[src/rtl/vend_credit_fsm.sv]
// Multi-item vending controller: credit accumulation, cancel/refund and one-nickel-per-cycle change.
// Optional per-item stock tracking (counters, sold_out, restock) is built when VEND_STOCK_EN is defined.
module vend_credit_fsm #(
  parameter int NUM_ITEMS  = 4,
  parameter int BASE_PRICE = 3,
  parameter int PRICE_STEP = 1,
  parameter int CREDIT_W   = 4,
  parameter int STOCK_W    = 4,
  parameter int STOCK_INIT = 10
) (
  input  logic                 clock,
  input  logic                 reset,
  input  logic [NUM_ITEMS-1:0] item_number,
  input  logic                 nickel_in,
  input  logic                 dime_in,
  input  logic                 quarter_in,
  input  logic                 cancel,
  input  logic                 restock,
  output logic                 coin_ready,
  output logic                 dispense,
  output logic                 nickel_out,
  output logic [CREDIT_W-1:0]  credit,
  output logic [NUM_ITEMS-1:0] sold_out
);
  localparam int SEL_W = (NUM_ITEMS > 1) ? $clog2(NUM_ITEMS) : 1;

  typedef enum logic [1:0] {IDLE, COLLECT, VEND, CHANGE} state_t;

  state_t              state;
  logic [CREDIT_W-1:0] refund;
  logic [SEL_W-1:0]    sel;

  logic [CREDIT_W-1:0] coin_val;
  logic                coin_seen;
  logic                item_onehot;
  logic [SEL_W-1:0]    item_idx;
  logic                item_avail;
  logic [CREDIT_W-1:0] sum;

  function automatic logic [CREDIT_W-1:0] price(input logic [SEL_W-1:0] idx);
    return CREDIT_W'(BASE_PRICE) + CREDIT_W'(PRICE_STEP) * CREDIT_W'(idx);
  endfunction

  // Simultaneous coins: only the most valuable one counts.
  always_comb begin
    coin_val = '0;
    if (quarter_in)     coin_val = CREDIT_W'(5);
    else if (dime_in)   coin_val = CREDIT_W'(2);
    else if (nickel_in) coin_val = CREDIT_W'(1);
  end

  assign coin_seen   = nickel_in | dime_in | quarter_in;
  assign item_onehot = (item_number != '0) &&
                       ((item_number & (item_number - NUM_ITEMS'(1))) == '0);
  assign sum         = credit + coin_val;

  always_comb begin
    item_idx = '0;
    for (int i = 0; i < NUM_ITEMS; i++)
      if (item_number[i]) item_idx = SEL_W'(i);
  end

`ifdef VEND_STOCK_EN
  logic [STOCK_W-1:0] stock [NUM_ITEMS];

  assign item_avail = (stock[item_idx] != '0);

  // Restock overrides the decrement of the item leaving VEND in the same cycle.
  always_ff @(posedge clock) begin
    if (reset) begin
      for (int i = 0; i < NUM_ITEMS; i++) begin
        stock[i]    <= STOCK_W'(STOCK_INIT);
        sold_out[i] <= 1'b0;
      end
    end else begin
      for (int i = 0; i < NUM_ITEMS; i++) begin
        if (restock) begin
          stock[i]    <= STOCK_W'(STOCK_INIT);
          sold_out[i] <= (STOCK_INIT == 0);
        end else if (state == VEND && sel == SEL_W'(i) && stock[i] != '0) begin
          stock[i]    <= stock[i] - STOCK_W'(1);
          sold_out[i] <= (stock[i] == STOCK_W'(1));
        end
      end
    end
  end
`else
  logic unused_stock_cfg;

  assign item_avail       = 1'b1;
  assign sold_out         = '0;
  assign unused_stock_cfg = restock | (STOCK_W == 0) | (STOCK_INIT == 0);
`endif

  // Outputs are registered by setting them from the state being entered.
  always_ff @(posedge clock) begin
    if (reset) begin
      state      <= IDLE;
      credit     <= '0;
      refund     <= '0;
      sel        <= '0;
      dispense   <= 1'b0;
      nickel_out <= 1'b0;
      coin_ready <= 1'b1;
    end else begin
      dispense   <= 1'b0;
      nickel_out <= 1'b0;
      coin_ready <= 1'b1;
      case (state)
        IDLE: begin
          if (coin_seen) begin
            sel <= item_idx;
            if (!item_onehot || !item_avail) begin
              refund     <= coin_val;
              state      <= CHANGE;
              nickel_out <= 1'b1;
              coin_ready <= 1'b0;
            end else begin
              credit <= coin_val;
              if (coin_val >= price(item_idx)) begin
                state      <= VEND;
                dispense   <= 1'b1;
                coin_ready <= 1'b0;
              end else begin
                state <= COLLECT;
              end
            end
          end
        end
        COLLECT: begin
          if (cancel) begin
            credit     <= '0;
            refund     <= sum;
            state      <= CHANGE;
            nickel_out <= 1'b1;
            coin_ready <= 1'b0;
          end else if (coin_seen) begin
            credit <= sum;
            if (sum >= price(sel)) begin
              state      <= VEND;
              dispense   <= 1'b1;
              coin_ready <= 1'b0;
            end
          end
        end
        VEND: begin
          credit <= '0;
          if (credit > price(sel)) begin
            refund     <= credit - price(sel);
            state      <= CHANGE;
            nickel_out <= 1'b1;
            coin_ready <= 1'b0;
          end else begin
            refund <= '0;
            state  <= IDLE;
          end
        end
        CHANGE: begin
          if (refund == CREDIT_W'(1)) begin
            refund <= '0;
            state  <= IDLE;
          end else begin
            refund     <= refund - CREDIT_W'(1);
            nickel_out <= 1'b1;
            coin_ready <= 1'b0;
          end
        end
        default: state <= IDLE;
      endcase
    end
  end
endmodule

[config.mk]
export PLATFORM = sky130hd
export DESIGN_NAME = vend_credit_fsm
export DESIGN_NICKNAME = d
export VERILOG_FILES = /design/src/rtl/vend_credit_fsm.sv
export SDC_FILE = /design/constraint.sdc
export NUM_CORES = 1
export LEC_CHECK = 0
export ABC_CLOCK_PERIOD_IN_PS = 2770
export BUFFER_PORTS_ARGS = -buffer_cell sky130_fd_sc_hd__buf_2
export CAP_MARGIN = 20
export CORE_ASPECT_RATIO = 1.25
export CORE_MARGIN = 2
export CORE_UTILIZATION = 55
export DETAILED_ROUTE_END_ITERATION = 8
export PLACE_DENSITY = 0.77
export SETUP_SLACK_MARGIN = 0.05
export SKIP_LAST_GASP = 1
export SLEW_MARGIN = 10
export SYNTH_ARGS = -nofsm -noshare
export SYNTH_HDL_FRONTEND = slang
export SYNTH_SLANG_ARGS = --single-unit
[constraint.sdc]
create_clock -name clock -period 2.77 [get_ports clock]
set_input_delay 0.4155 -clock clock [delete_from_list [all_inputs] [get_ports clock]]
set_output_delay 0.4155 -clock clock [all_outputs]
set_load 0.01 [all_outputs]
Yosys cells after proc, flatten, opt, wreduce, memory -nomap -nowiden

Index checks and enable logic that the tools add are counted.

$add $sub $neg: 6
Magnitude comparators: 3
Equal/unequal tests: 11
Multiplexer cells: 48
Bitwise logic cells: 3
Reductions and logical operators: 9

Operators by type and width:

| operator              | number |
|---|---|
| $mux W4               | 11 |
| $mux W1               | 21 |
| $mux W2               | 10 |
| $pmux W4 S4           | 1 |
| $pmux W4 S3           | 1 |
| $ne A2 B2 Y1 const B  | 5 |
| $pmux W1 S4           | 2 |
| $pmux W2 S4           | 1 |
| $reduce_and A4 Y1     | 2 |
| $sub A4 B1 Y4 const B | 2 |
| $add A2 B2 Y3 const A | 2 |
| $ne A3 B3 Y1 const B  | 2 |
| $add A4 B4 Y4         | 1 |
| $and A4 B4 Y4         | 1 |
| $eq A2 B2 Y1 const B  | 2 |
| $eq A4 B1 Y1 const B  | 1 |
| $ge A4 B3 Y1          | 1 |
| $ge A4 B4 Y1          | 1 |
| $gt A4 B4 Y1          | 1 |
| $logic_not A4 Y1      | 1 |
| $reduce_bool A4 Y1    | 1 |
| $sub A4 B3 Y4         | 1 |
| $reduce_and A3 Y1     | 1 |
| $reduce_bool A3 Y1    | 1 |
| 6 further kinds       | 7 |

Register bits after elaboration: 15
Logic and storage cells: 87

Longest topological paths before layout

Gate-level depths: netlist of run 1.

Depth in word-level cells: 9
Mapped depth: 11
Depth with buffers taken out: 11

Worst setup path before layout of run 1

No wires, ideal clock.

Kind: input to register
From: in dime_in
To: reg state[0]
Setup time: 0.121 ns
Arrival: 2.420 ns
Required time: 2.649 ns
Path slack: 0.230 ns
Stages on the path: 11
Path through: inv_1 a21oi_1 inv_1 ha_1 fa_1 xor2_1 ha_1 nor2_1 a21oi_1 o31a_1 mux2_2

Longest elaborated chain between the ends: 7
Elaborated cells between the ends (all ways): 15
Those cells by class: add/sub: 1; order compare: 2; eq/ne: 3; mux: 6; bitwise: 2; reduce/logical: 1

RTL lines:

| element                                                               | line | source |
|---|---|---|
| start, declared                                                       | 15   | `input logic dime_in,` |
| parallel branches: the longest is 7 deep, another holds $add A4 B4 Y4 | --   |  |
| end signal, assigned                                                  | 115  | `state <= CHANGE;` |
| end signal, assigned                                                  | 121  | `state <= VEND;` |
| end signal, assigned                                                  | 125  | `state <= COLLECT;` |
| end, declared                                                         | 29   | `state_t state;` |

Parallel ways; which one is timed is not known. The select of a mux whose other input is x is not followed.
A chain may end at the register's enable or synchronous reset.

Final worst setup path of run 1

Ends and elaborated chain as after synthesis.

==> results of run 1 <==
synthesized netlist by cell type, drive strengths merged, types with 3 or more instances:
cell	n
a211oi	7
a21oi	9
a221oi	3
buf	6
dfxtp	15
ha	21
inv	17
nand2	7
nand2b	4
nand3	4
nor2	13
nor2b	8
nor3	4
o21ai	9
o31ai	3
xnor2	3
power breakdown:
group          internal (mW)  leakage, nW  switching (mW)
registers              0.295        0.124          0.0688
clock network         0.0560       0.0150          0.0789
logic                  0.515        0.620           0.635
layout make-up:
class | instances | share of cell area
repair buffers | 24 | 0.0864
multi-input cells | 138 | 0.648
flip-flops and latches | 15 | 0.185
well taps | 33 | 0.0254
clock buffers | 4 | 0.0162
inverters | 17 | 0.0393
worst reg2reg max path: cells and delay by family, from the launching register on:
kind                     cells  cell delay (ns)
AO/OA/AOI/OAI                4             0.91
adder cells (fa/ha/maj)      2             0.75
flip-flops                   1             0.34
AND/OR/NAND/NOR              1             0.20
buffers and inverters        2             0.15
kinds of logic after synthesis:
group	share of synthesized area
and+or+nand+nor	0.193
other	0.00256
adders and majority gates	0.206
xor gates and xnor gates	0.0299
buffers and inverters	0.0862
DFF	0.205
AOI/OAI and AO/OA	0.256
muxes	0.0213
state kept, by name, indices dropped and copies added, names as in the netlist:
name	flops
coin_ready	1
credit	4
dispense	1
nickel_out	1
refund	4
sel	2
state	2
per-stage QoR:
stage                     setup WS [ns]   util
final                             0.299  0.655
after global routing              0.142  0.655
after CTS                         0.295  0.655
after detailed placement      -0.000722  0.644
after global placement           0.0277  0.644
after floorplan                   0.230      -
worst max-delay path by stage:
stage | slack, ns | end | depth (start not counted)
floorplan | 0.23 | state[0]$_SDFFE_PP0P_ | 11
global placement | 0.03 | state[0]$_SDFFE_PP0P_ | 12
detailed placement | -0.0007 | state[0]$_SDFFE_PP0P_ | 11
CTS | 0.30 | state[0]$_SDFFE_PP0P_ | 11
global route | 0.14 | coin_ready$_SDFF_PP1_ | 9
finish | 0.30 | state[0]$_SDFFE_PP0P_ | 11
routing by layer:
layer | part of all wire | global-route usage | vias up | routed length [um]
met5 | 0 | 0 | - | 0
met4 | 0.036 | 0.135 | 0 | 130
met3 | 0.033 | 0.0287 | 16 | 119
met2 | 0.51 | 0.457 | 45 | 1830
met1 | 0.42 | 0.293 | 655 | 1490
li1 | - | - | 683 | -
==> results.py, run 1 <==
metrics = {
    "outcome": {
        "status": "complete, no violations",
    },
    "clock_tree": {
        "cts_root_buffer": "clkbuf_4",
        "insertion_delay_ns": 0.29,
        "post_cts_buffers": 0,
        "cts_tree": "built",
        "cts_resized": 0,
        "clockBufferDepth": 2,
        "cts_hold_buf": 0,
        "cts_buffers": 3,
        "cts.clk_slew.worst_paths_ns": 0.10,
        "htreeDepth": 1,
        "cts_sinks": 15,
    },
    "sta": {
        "hold_ws_ns": 0.488,
        "slew_viol_final": 0,
        "tns_ns": 0,
        "tightest_slew_ns": 0.555,
        "fin_skew_ns": 0.000476,
        "rsz0062_at_grt": "false",
        "hold_viol": 0,
        "setup_violations": 0,
        "fin_crit_ns": 2.47,
        "max_slew_margin": 0.627,
        "fmax_mhz": 405,
        "period_share": 0.892,
    },
    "power_and_ir_drop": {
        "power.total_mw": 1.65,
        "p_per_area_nw_per_um2": 1020,
        "p_leak_nw": 0.759,
        "ir_drop_mv": 0.671,
    },
    "place": {
        "dpl_cell_area_um2": 1600,
        "gp_congestion": 0.907,
        "dp_hpwl_mm": 2.91,
        "place_inst": 227,
        "numPortBuffers": 16,
    },
    "floorplanning": {
        "core_area_um2": 2480,
        "die_h_um": 61.7,
        "initial_core_util": 0.592,
        "die_x_um": 50.2,
        "dieArea_um2": 3100,
        "num_rows": 20,
        "ios": 22,
    },
    "worst_setup_path": {
        "worstSetupStartpoint": "dime_in",
        "worst_ep_required_time_ns": 2.96,
        "crit_fanout": 3,
        "reg2reg_slack_ns": 0.31,
        "cp_slowest_stage_delay_ns": 0.50,
        "rr_worst_depth": 9,
        "rr_endpoint": "coin_ready$_SDFF_PP1_",
        "critical_path_class": "primary input to flop",
        "cp-start-kind": "primary input",
        "cp_cell_sequence": "buf_2 -> inv_1 -> a21oi_1 -> inv_1 -> ha_1 -> fa_1 -> ha_1 -> o21ai_0 -> a21oi_1 -> o31a_1 -> mux2_2",
        "crit_family": "adder cells",
        "worst-path-buf-inv": 3,
        "worstPathArrival_ns": 2.66,
        "end_kind": "flop",
        "slowest_stage": "fa_1",
        "rr_startpoint": "sel[0]$_SDFFE_PP0P_",
    },
    "finish": {
        "seq_area_um2": 300,
        "final_cell_mix": "21 x ha_1, 17 x inv_1, 16 x buf_2",
        "mostFrequentLayoutCell": "ha_1",
        "stdcell_count": 231,
        "stdcell_area_um2": 1620,
        "fillers": 210,
        "diodes": 0,
        "drive_above_1_share": 0.162,
        "multiInputGateArea_um2": 1050,
        "layout.nets": 233,
        "syn_to_final_growth_pct": 10.7,
    },
    "yosys": {
        "synth.distinct_cells": 52,
        "async_reset_ff_frac": 0,
        "yosysTopAreaCell": "dfxtp_1",
        "synthTopCellsByArea": "dfxtp_1 20%, ha_1 18%, inv_1 4.4%",
        "synth_enable_flop_cells": 0,
        "ys_seq_area_frac": 0.205,
        "ys_seq_elements": 15,
        "synth_cells": 176,
        "synth_warnings": 0,
        "yosys.area.top_type_share": 0.205,
        "syn_avg_cell_area_um2": 8.33,
        "netlist_area_um2": 1470,
        "synth-main-ff-cell": "dfxtp_1",
    },
    "route": {
        "ant_nets": 0,
        "drt-total-wl_mm": 3.57,
        "post_drt_via_cell_ratio": 6.06,
        "wl_per_cell_um": 15.5,
        "vias": 1399,
        "firstDrtPassIters": 4,
        "drt_iter0_drc": 41,
        "remaining_drc_errors": 0,
    },
    "grt": {
        "grt_pass1_vias": 1306,
        "antenna_found_initial": 0,
        "grt_pass1_wl_mm": 5.86,
        "grt.total_usage": 0.251,
        "overflow": 0,
        "grt_max_degree": 18,
    },
    "hold_path": {
        "hp-start": "dime_in",
        "hp-class": "primary input to flop",
        "whs_endpoint": "dispense$_SDFF_PP0_",
        "hold_path_depth": 3,
    },
    "job": {
        "maxCapViolCount": 0,
    },
}
No activity file was read; power rests on OpenSTA's default activity.
==> run 2, diff against run 1 <==
Settings changed: RECOVER_POWER set to 100, SLEW_MARGIN 10 to unset.
==> results.py, run 2 (synthesized netlist as in run 1, its figures left out) <==
metrics = {
    "job": {
        "maxCapViolCount": 0,
    },
    "finish": {
        "final_cell_mix": "21 x ha_1, 17 x inv_1, 15 x dfxtp_1",
        "stdcell_area_um2": 1600,
        "drive_above_1_share": 0.106,
        "syn_to_final_growth_pct": 9.04,
        "mostFrequentLayoutCell": "ha_1",
        "diodes": 0,
        "layout.nets": 233,
        "top_regs": "credit (4), refund (4)",
    },
    "worst_setup_path": {
        "cp_cell_sequence": "clkbuf_1 -> inv_1 -> a21oi_1 -> inv_1 -> ha_1 -> fa_1 -> ha_1 -> o21ai_0 -> a21oi_1 -> clkbuf_4 -> o21ai_0 -> a211o_1",
        "cp_slowest_stage_delay_ns": 0.50,
        "worstPathArrival_ns": 2.72,
        "worst_ep_required_time_ns": 2.97,
        "rr_worst_depth": 9,
        "cp-start-kind": "primary input",
        "critical_path_class": "primary input to flop",
        "end_kind": "flop",
        "crit_fanout": 3,
        "slowest_stage": "fa_1",
    },
    "sta": {
        "fin_skew_ns": 0.00406,
        "max_slew_margin": 0.637,
        "period_share": 0.911,
        "tightest_slew_ns": 0.541,
        "fin_crit_ns": 2.52,
        "rsz0062_at_grt": "false",
        "slew_viol_final": 0,
        "fmax_mhz": 396,
        "hold_viol": 0,
        "setup_violations": 0,
    },
    "place": {
        "gp_congestion": 0.907,
        "numPortBuffers": 16,
        "dpl_cell_area_um2": 1600,
        "dp_hpwl_mm": 2.91,
    },
    "route": {
        "remaining_drc_errors": 0,
        "firstDrtPassIters": 5,
        "wl_per_cell_um": 15.5,
        "ant_nets": 0,
        "drt_iter0_drc": 33,
        "vias": 1398,
        "post_drt_via_cell_ratio": 6.05,
        "drt-total-wl_mm": 3.59,
    },
    "clock_tree": {
        "cts_tree": "built",
        "htreeDepth": 1,
        "insertion_delay_ns": 0.29,
        "cts_resized": 0,
        "cts_hold_buf": 0,
        "post_cts_buffers": 0,
        "cts_sinks": 15,
        "clockBufferDepth": 2,
        "cts.clk_slew.worst_paths_ns": 0.11,
        "cts_buffers": 3,
        "cts_root_buffer": "clkbuf_4",
    },
    "power_and_ir_drop": {
        "p_per_area_nw_per_um2": 1020,
        "ir_drop_mv": 0.676,
        "power.total_mw": 1.63,
        "p_leak_nw": 0.721,
    },
    "floorplanning": {
        "initial_core_util": 0.592,
        "die_x_um": 50.2,
        "core_area_um2": 2480,
        "num_rows": 20,
        "dieArea_um2": 3100,
        "ios": 22,
        "die_h_um": 61.7,
    },
    "grt": {
        "grt_pass1_vias": 1306,
        "antenna_found_initial": 0,
        "grt.total_usage": 0.251,
        "grt_max_degree": 18,
        "grt_pass1_wl_mm": 5.86,
        "overflow": 0,
    },
    "outcome": {
        "status": "complete, no violations",
    },
    "hold_path": {
        "hold_path_depth": 3,
        "hp-class": "primary input to flop",
    },
}
==> run 2: changes by cell type in the layout (fill, tap and decap cells not counted) <==
cell,before,now
buf_2,16,8
a2bb2oi_2,1,0
a2bb2oi_1,0,1
buf_4,8,3
clkbuf_1,1,11
clkbuf_4,3,6
==> run 2: routing by layer <==
metal / vias up / share of wire / GRT usage
met2: 43 / 0.51 / 0.457
met4: 0 / 0.033 / 0.135
met1: 656 / 0.42 / 0.293
li1: 684 / - / -
met3: 15 / 0.038 / 0.0287
met5: - / 0 / 0
==> run 2: path summary, 6_finish.rpt <==
path,start,to,slack [ns]
worst max-delay path,dime_in,coin_ready$_SDFF_PP1_,0.25
worst min-delay path,nickel_in,dispense$_SDFF_PP0_,0.48
worst max register to register,sel[0]$_SDFFE_PP0P_,coin_ready$_SDFF_PP1_,0.31
worst min register to register,refund[1]$_SDFFE_PP0P_,refund[1]$_SDFFE_PP0P_,0.51
==> run 2: final cells by class <==
type                            instances  area [um2]
Multi-Input combinational cell        138        1040
Sequential cell                        15         300
Timing Repair Buffer                   24         123
Fill cell                             224         878
Clock buffer                            4        26.3
Tap cell                               33        41.3
Inverter                               17        63.8
==> run 2: critical path, delay by kind of cell <==
family	cells	cell delay, ns
adders and majority gates	3	1.01
AOI/OAI and AO/OA	5	0.86
buffers and inverters	4	0.44
==> run 2: metrics by stage <==
| stage | utilization | hold WS [ns] | worst slack (ns) | TNS (ns) | cells |
|---|---|---|---|---|---|
| finish | 0.645 | 0.482 | 0.245 | 0 | 231 |
| global route | 0.645 | 0.490 | 0.0794 | 0 | 231 |
| CTS | 0.655 | 0.480 | 0.295 | 0 | 231 |
| detailed placement | 0.644 | 0.486 | -0.000722 | -0.000722 | 227 |
| global placement | 0.644 | 0.482 | 0.0277 | 0 | 227 |
| floorplan | - | 0.460 | 0.230 | 0 | 179 |
==> run 2: power breakdown <==
| group | total (mW) | switching, mW | internal, mW | leakage (nW) |
|---|---|---|---|---|
| clock network | 0.138 | 0.0824 | 0.0560 | 0.0150 |
| registers | 0.366 | 0.0710 | 0.295 | 0.124 |
| logic | 1.13 | 0.632 | 0.497 | 0.582 |
| total | 1.63 | 0.786 | 0.847 | 0.721 |
==> run 3, diff against run 2 <==
Settings changed: ABC_CLOCK_PERIOD_IN_PS 2770 to 2750, CORE_ASPECT_RATIO 1.25 to 2.
Clock period 2.77 ns to 2.75 ns, I/O delays scaled along.
==> results.py, run 3 (synthesized netlist as in run 1, its figures left out) <==
metrics = {
    "sta": {
        "fin_skew_ns": 0.00115,
        "fin_ws_ns": 0.227,
        "max_slew_margin": 0.621,
        "setup_violations": 0,
        "slew_viol_final": 0,
        "period_share": 0.917,
        "rsz0062_at_grt": "false",
        "fin_crit_ns": 2.52,
        "tns_ns": 0,
        "hold_viol": 0,
        "fmax_mhz": 396,
        "tightest_slew_ns": 0.566,
    },
    "route": {
        "wl_per_cell_um": 17.8,
        "drt-total-wl_mm": 4.01,
        "drt_iter0_drc": 61,
        "post_drt_via_cell_ratio": 6.33,
        "remaining_drc_errors": 0,
        "vias": 1431,
        "firstDrtPassIters": 4,
        "ant_nets": 0,
    },
    "grt": {
        "grt_pass1_vias": 1472,
        "grt_pass1_wl_mm": 6.45,
        "overflow": 0,
        "antenna_found_initial": 0,
        "grt_max_degree": 18,
        "grt.total_usage": 0.293,
    },
    "power_and_ir_drop": {
        "internal_power_uw": 913,
        "p_per_area_nw_per_um2": 1080,
        "p_leak_nw": 0.736,
        "ir_drop_mv": 0.590,
        "seqPwrFrac": 0.211,
        "clkPwrFrac": 0.109,
        "combPwrFrac": 0.680,
        "switching_share": 0.479,
        "switchingPower_uw": 839,
    },
    "worst_setup_path": {
        "worst_ep_required_time_ns": 2.90,
        "crit_fanout": 3,
        "critical_path_class": "primary input to flop",
        "worstSetupStartpoint": "dime_in",
        "worstPathArrival_ns": 2.67,
        "rr_startpoint": "sel[0]$_SDFFE_PP0P_",
        "end_kind": "flop",
        "cp-start-kind": "primary input",
    },
    "floorplanning": {
        "num_rows": 26,
        "die_h_um": 77.0,
        "initial_core_util": 0.578,
        "dieArea_um2": 3120,
        "core_area_um2": 2540,
        "die_x_um": 40.5,
        "ios": 22,
    },
    "place": {
        "gp_congestion": 0.842,
        "dp_slack_ns": -0.0960,
        "dp_hpwl_mm": 3.28,
        "numPortBuffers": 16,
    },
    "clock_tree": {
        "cts.clk_slew.worst_paths_ns": 0.06,
        "htreeDepth": 1,
        "clockBufferDepth": 2,
        "insertion_delay_ns": 0.26,
        "cts_hold_buf": 0,
        "cts_buffers": 3,
        "cts_tree": "built",
        "cts_root_buffer": "clkbuf_8",
        "cts_sinks": 15,
    },
    "job": {
        "maxCapViolCount": 0,
    },
    "finish": {
        "final_cell_mix": "21 x ha_1, 17 x inv_1, 15 x dfxtp_1",
        "diodes": 0,
        "drive_above_1_share": 0.126,
        "top_regs": "credit (4), refund (4)",
        "syn_to_final_growth_pct": 11.0,
        "mostFrequentLayoutCell": "ha_1",
        "layout.nets": 233,
        "fin_util": 0.642,
    },
    "hold_path": {
        "hp-start": "sel[1]$_SDFFE_PP0P_",
        "hp-class": "flop to flop",
    },
    "outcome": {
        "status": "complete, no violations",
    },
}
-- run 3: layer usage --
metal | part of all wire | routed length (um) | vias up | track usage
met4 | 0.057 | 228 | 0 | 0.177
met1 | 0.34 | 1360 | 668 | 0.285
met3 | 0.044 | 176 | 21 | 0.0462
met2 | 0.56 | 2240 | 63 | 0.510
li1 | - | - | 679 | -
met5 | 0 | 0 | - | 0
-- run 3: area by class of cell --
| cell class | instances | area, um2 |
|---|---|---|
| multi-input cells | 138 | 1060 |
| fillers | 247 | 910 |
| flip-flops and latches | 15 | 300 |
| repair buffers | 24 | 128 |
| inverters | 17 | 63.8 |
| clock buffers | 4 | 45.0 |
| well taps | 28 | 35.0 |
-- run 3: final timing paths --
check,slack (ns),endpoint,cells after the start
setup / recovery,0.23,coin_ready$_SDFF_PP1_,13
hold / removal,0.51,sel[1]$_SDFFE_PP0P_,2
setup reg to reg,0.26,coin_ready$_SDFF_PP1_,9
hold reg to reg,0.51,sel[1]$_SDFFE_PP0P_,2
-- run 3: worst max-delay path, stage by stage --
cell	delay [ns]
buf_2	0.09
inv_1	0.05
a21oi_1	0.20
inv_1	0.07
ha_1	0.22
fa_1	0.42
xor2_2	0.18
ha_1	0.28
nor2_1	0.05
a21oi_2	0.18
clkbuf_4	0.18
o21ai_0	0.08
a211o_1	0.27
-- run 3: repair_timing --
item | 4_1_cts | 5_1_grt
gates resized for setup | 0 | 2
setup buffers | 0 | 0
setup endpoints to repair | 0 | 4
-- run 3: power by group through the flow --
stage               Clock, mW  Combinational, mW  Sequential [mW]
floorplan                   0              0.818            0.372
global placement            0               1.10            0.366
detailed placement          0               1.16            0.374
CTS                     0.189               1.17            0.368
global route            0.203               1.32            0.380
finish                  0.190               1.19            0.370
-- run 3: through the flow --
step | area, um2 | hold WS, ns | std cells | power (mW)
floorplan | 1480 | 0.460 | 179 | 1.19
global placement | 1590 | 0.485 | 222 | 1.46
detailed placement | 1590 | 0.499 | 222 | 1.54
CTS | 1640 | 0.507 | 226 | 1.73
global route | 1630 | 0.532 | 226 | 1.90
finish | 1630 | 0.506 | 226 | 1.75
